### src/rtl/regfile_arbiter.sv
// Two-master round-robin arbiter sequencing single-cycle accesses into the
// peripheral register block, returning read data / error to the granted master.
module regfile_arbiter #(
    parameter int unsigned ADDR_MAX = 12
) (
    input  logic        clk,
    input  logic        reset,

    input  logic        m0_req,
    input  logic        m0_r_wn,
    input  logic [5:2]  m0_addr,
    input  logic [3:0]  m0_wben,
    input  logic [31:0] m0_wdata,
    output logic        m0_ack,
    output logic        m0_err,
    output logic [31:0] m0_rdata,

    input  logic        m1_req,
    input  logic        m1_r_wn,
    input  logic [5:2]  m1_addr,
    input  logic [3:0]  m1_wben,
    input  logic [31:0] m1_wdata,
    output logic        m1_ack,
    output logic        m1_err,
    output logic [31:0] m1_rdata,

    output logic [5:2]  rf_addr,
    output logic [3:0]  rf_wben,
    output logic        rf_r_wn,
    output logic [31:0] rf_wdata,
    input  logic [31:0] rf_rdata,

    output logic        busy
);

    localparam logic [3:0] LP_ADDR_MAX = ADDR_MAX[3:0];

    typedef enum logic [1:0] {
        ST_IDLE   = 2'd0,
        ST_ACCESS = 2'd1,
        ST_DONE   = 2'd2
    } state_t;

    state_t      r_state;
    logic        r_last_grant;
    logic        r_mask;
    logic        r_winner;
    logic        r_r_wn;
    logic        r_err;

    logic        w_elig0;
    logic        w_elig1;
    logic        w_win_valid;
    logic        w_winner;
    logic        w_sel_r_wn;
    logic [3:0]  w_sel_addr;
    logic [3:0]  w_sel_wben;
    logic [31:0] w_sel_wdata;
    logic        w_sel_oob;
    logic [31:0] w_capture;

    // The mask only ever blocks the master that won the transaction just completed.
    always_comb begin
        w_elig0     = m0_req && !(r_mask && !r_last_grant);
        w_elig1     = m1_req && !(r_mask &&  r_last_grant);
        w_win_valid = w_elig0 || w_elig1;
        w_winner    = (w_elig0 && w_elig1) ? ~r_last_grant : w_elig1;
        w_sel_r_wn  = w_winner ? m1_r_wn  : m0_r_wn;
        w_sel_addr  = w_winner ? m1_addr  : m0_addr;
        w_sel_wben  = w_winner ? m1_wben  : m0_wben;
        w_sel_wdata = w_winner ? m1_wdata : m0_wdata;
        w_sel_oob   = (w_sel_addr > LP_ADDR_MAX);
        w_capture   = (r_r_wn && !r_err) ? rf_rdata : '0;
    end

    always_ff @(posedge clk or negedge reset) begin
        if (!reset) begin
            r_state      <= ST_IDLE;
            r_last_grant <= 1'b1;
            r_mask       <= 1'b0;
            r_winner     <= 1'b0;
            r_r_wn       <= 1'b1;
            r_err        <= 1'b0;
            m0_ack       <= 1'b0;
            m0_err       <= 1'b0;
            m0_rdata     <= '0;
            m1_ack       <= 1'b0;
            m1_err       <= 1'b0;
            m1_rdata     <= '0;
            rf_addr      <= '0;
            rf_wben      <= '0;
            rf_r_wn      <= 1'b1;
            rf_wdata     <= '0;
            busy         <= 1'b0;
        end else begin
            case (r_state)
                ST_IDLE: begin
                    r_mask <= 1'b0;
                    if (w_win_valid) begin
                        r_winner     <= w_winner;
                        r_last_grant <= w_winner;
                        r_r_wn       <= w_sel_r_wn;
                        r_err        <= w_sel_oob;
                        // Register-block drive is staged here so it is stable for the whole ACCESS cycle.
                        rf_addr      <= w_sel_addr;
                        rf_wdata     <= w_sel_wdata;
                        rf_r_wn      <= w_sel_oob ? 1'b1 : w_sel_r_wn;
                        rf_wben      <= w_sel_oob ? 4'b0000 : w_sel_wben;
                        busy         <= 1'b1;
                        r_state      <= ST_ACCESS;
                    end
                end

                ST_ACCESS: begin
                    rf_r_wn <= 1'b1;
                    rf_wben <= '0;
                    if (r_winner) begin
                        m1_ack   <= 1'b1;
                        m1_err   <= r_err;
                        m1_rdata <= w_capture;
                    end else begin
                        m0_ack   <= 1'b1;
                        m0_err   <= r_err;
                        m0_rdata <= w_capture;
                    end
                    r_state <= ST_DONE;
                end

                ST_DONE: begin
                    m0_ack   <= 1'b0;
                    m0_err   <= 1'b0;
                    m0_rdata <= '0;
                    m1_ack   <= 1'b0;
                    m1_err   <= 1'b0;
                    m1_rdata <= '0;
                    r_mask   <= 1'b1;
                    busy     <= 1'b0;
                    r_state  <= ST_IDLE;
                end

                default: begin
                    r_state <= ST_IDLE;
                end
            endcase
        end
    end

endmodule

### config.mk
export PLATFORM = sky130hd
export DESIGN_NAME = regfile_arbiter
export DESIGN_NICKNAME = d
export VERILOG_FILES = /design/src/rtl/regfile_arbiter.sv
export SDC_FILE = /design/constraint.sdc
export NUM_CORES = 1
export LEC_CHECK = 0
export CORE_UTILIZATION = 30
export CTS_BUF_LIST = sky130_fd_sc_hd__clkbuf_4
export DETAILED_ROUTE_END_ITERATION = 10
export GPL_TIMING_DRIVEN = 1
export PLACE_DENSITY = 0.59
export SYNTH_ARGS = -nofsm -noshare
export SYNTH_HDL_FRONTEND = slang
export SYNTH_SLANG_ARGS = --single-unit
### constraint.sdc
create_clock -name clk -period 2.1 [get_ports clk]
set_input_delay 0.315 -clock clk [delete_from_list [all_inputs] [get_ports clk]]
set_output_delay 0.315 -clock clk [all_outputs]
set_load 0.02 [all_outputs]
==> results.txt <==
* Register-to-register path setup slack: 0.34 ns
* Headroom to the max-slew limit: 0.737
* DPL Wire Length: about 10 mm
- Cell count of the worst reg-to-reg path: 4
- Wire length of the first global-routing pass: 21.5 mm
- Walking the worst path, the cells encountered are clkdlybuf4s50_1.
- Across the VDD grid, the largest voltage drop is 750 uV.
* Synthesis-stage register bit count: 117
* Clock network power share: 0.140
- At the pin with the least slew margin, the transition time is 0.395 ns.
- STA puts the critical path data required time at 1.78 ns.
- For this run, the total global-route usage over all layers was measured as 0.167.
- Post-synth design cell area: approximately 4900 um^2
- For this run, the register share of the synthesized area comes to 0.599.
- In this run the power density over the cells is 1520 nW/um^2.
* Fraction of the cycle the final worst path needs: 0.957
- Highest fanout seen on the critical path: 3
- Floorplan row count: 46
- Area growth syn-to-layout: 59.8%
- In this run the number of cells on the critical path is 1.
* Standby leakage power: 3.37 nW
- Clock Skew: 0.0162 ns
- The first detailed-routing pass took 4 iterations.
- Relative contribution of sequential cells to total power: 0.328
* Fraction of final layout cells with drive strength greater than 1: 0.0815
- Fillers: 1472
- After clock tree synthesis, the clock-pin slew on the worst setup and hold paths is 0.11 ns.
- Outcome: completed
* TritonCTS clock tree: yes
- Capture point of the worst reg-to-reg path: r_last_grant
- Dividing the detail-routed via count by the number of cells gives 4.59.
* DRT Wirelength: 13.6 mm
- The total overflow left after global routing is 0.
- The clock tree synthesis step divided the H-tree into 4 levels.
- Count of yosys warnings during synthesis: 0
- For this design the total switching power over the nets is slightly below 5 mW.
* Number of distinct library cells after synthesis: 24
- Hold Violations, Final: 0
- The number of antenna violations at the first check in global routing is 0.
- Pin count of the biggest net entering global routing: 64
- Setup repair after global routing left no endpoint under its margin.
* PortBufs: between 200 and 250
- After the flow finishes, the layout carries non-filler instances totaling about 950.
- Most common cell after layout, fill and taps aside: sky130_fd_sc_hd__clkdlybuf4s50_1
* Cell family with most CP delay: buffers and inverters
- The worst setup path is captured at an output pin.
* Final setup TNS: 0 ns
* Category of the critical setup timing path: register to output pin
* Count of cells resized by post-cts repair: 0
* Time the worst path needs with I/O delays and setup: roughly 2 ns
* Synthesized Nets: 610
- The largest single stage delay on the critical path is 0.63 ns.
* Sinks on Clock Net: 117
- Clock tree synthesis selected as its root buffer the cell sky130_fd_sc_hd__clkbuf_4.
- Die Height: around 130 um
- Clk_lat worst skew: 0.53 ns
- Routability Congestion: 0.747
- After detailed placement, the design holds a cell count of approximately 900.
* Antenna Nets Post-Route: 0
- The slowest stage of the critical path is the sky130_fd_sc_hd__clkdlybuf4s50_1 cell.
- The longest clock path from root to sink contains 2 buffers.
- The number of pins with negative max-slew slack in the final report came to 0.
- Share of power burned in combinational logic: 0.532
* Average size of a mapped cell: 9.95 um^2
- Measured along the x axis, the die boundary spans 130 um.
* Class of the tightest hold or removal check: primary input to asynchronous set/reset pin
- # nets final: 842
* Gate Count Post-Synth: 492
- Internal power: 6.94 mW
* Reported max-cap violation count: 0
- For this run, the share of the core covered by cells in the final layout is 0.492.
* Leading cell types in the layout, fill and taps excluded: 226 x sky130_fd_sc_hd__clkdlybuf4s50_1, 114 x sky130_fd_sc_hd__dfrtp_1, 103 x sky130_fd_sc_hd__nand2_1
* Placeable core region: 15900 um^2
* I/O pin total: 228
- TritonCTS Buffers: 17
- Max Clock Freq: 0.497 GHz
* Crit Reg-Reg Startpoint: r_last_grant
* Initial DRC Count: 184
- Startpoint class of the critical path: register
- Starting utilization of the core area: 0.308
- Of the total power, the share spent switching nets is 0.418.
* Data arrival time of the critical path: 1.70 ns
- Average detailed-routed wire length per instance: roughly 14 um
* CP Buf/Inv Count: 1
- Total number of vias: about 4400
* Antenna diode count: 0
* Die outline area: 16800 um^2
- Number of setup violations in the final report: 0
- Buffers inserted during post-CTS setup optimization: 0
* Remaining routing DRC violations: 0
- The number of global-route vias before repair is 4311.
==> cells in the mapped netlist (all sizes together) <==
master,count,area share
a21o,1,0.0015
dfstp,3,0.016
nand2,104,0.080
buf,9,0.0092
dfrtp,114,0.58
a2bb2oi,1,0.0018
o211ai,4,0.0061
a41oi,2,0.0036
o21bai,1,0.0015
nor2b,4,0.0051
nand3,2,0.0020
o21ai,71,0.073
nor3b,1,0.0026
clkbuf,23,0.018
a2111oi,1,0.0056
mux2,5,0.012
nor3,1,0.0010
a21oi,50,0.051
nand2b,4,0.0051
a221oi,1,0.0018
nor2,41,0.031
inv,8,0.0061
mux2i,41,0.084
==> repair_timing <==
item | in CTS | in global routing
endpoints found under the hold margin | 25 | 0
hold buffers | 1 | 0
endpoints found under the setup margin | 0 | 0
==> flip-flops by register name (all words and copies together) (netlist names), 2 cells and up <==
register	flops
m0_rdata	32
r_state	2
m1_rdata	32
rf_wdata	32
rf_wben	4
rf_addr	4
==> worst max path at each step <==
stage	to	slack (ns)	start
finish	rf_r_wn	0.09	rf_r_wn
floorplan	rf_wdata[18]	0.32	r_last_grant
global placement	rf_wdata[2]	0.10	m1_req
detailed placement	r_last_grant	0.04	m1_req
global route	rf_r_wn	0.0009	rf_r_wn
CTS	rf_r_wn	0.02	rf_r_wn
==> area by class of cell <==
class                      instances  area [um^2]  area share
sequential                       117         2930       0.375
timing repair buffer             245         2470       0.316
multi-input combinational        335         1830       0.234
tap                              216          270      0.0346
clock buffer                      20          150      0.0192
clock inverter                    11          135      0.0173
inverter                           8         30.0     0.00384
==> metrics by stage <==
stage	worst slack (ns)	power (mW)	hold WS [ns]	area, um^2
after detailed placement	0.0385	10.3	0.257	7520
after global routing	0.000885	12.8	0.243	7820
after CTS	0.0193	12.1	0.229	7820
after global placement	0.104	10.2	0.254	7520
after floorplan	0.320	7.22	0.0194	4890
final	0.0894	11.9	0.280	7820
==> kinds of logic (layout without fill, tap and decap cells) <==
group / Yosys count / count (layout) / synth area share
multiplexers: 46 / 46 / 0.0953
AND/OR/NAND/NOR: 157 / 157 / 0.127
flip-flops: 117 / 117 / 0.599
AO/OA/AOI/OAI: 132 / 132 / 0.146
buffers and inverters: 40 / 284 / 0.0330
==> power by group through the flow <==
| stage | clock network, mW | registers (mW) | logic (mW) |
|---|---|---|---|
| 2_1_floorplan | 0 | 5.03 | 2.20 |
| 3_3_place_gp | 0 | 3.92 | 6.29 |
| 3_5_place_dp | 0 | 3.94 | 6.40 |
| 4_1_cts | 1.74 | 3.92 | 6.41 |
| 5_1_grt | 1.84 | 4.04 | 6.92 |
| 6_report | 1.67 | 3.91 | 6.33 |
==> metal layers <==
metal	track usage	share of wire
met3	0.0808	0.11
met2	0.261	0.45
met5	0	0
met1	0.202	0.43
met4	0.0554	0.012
Power figures use the tool's default switching activity.
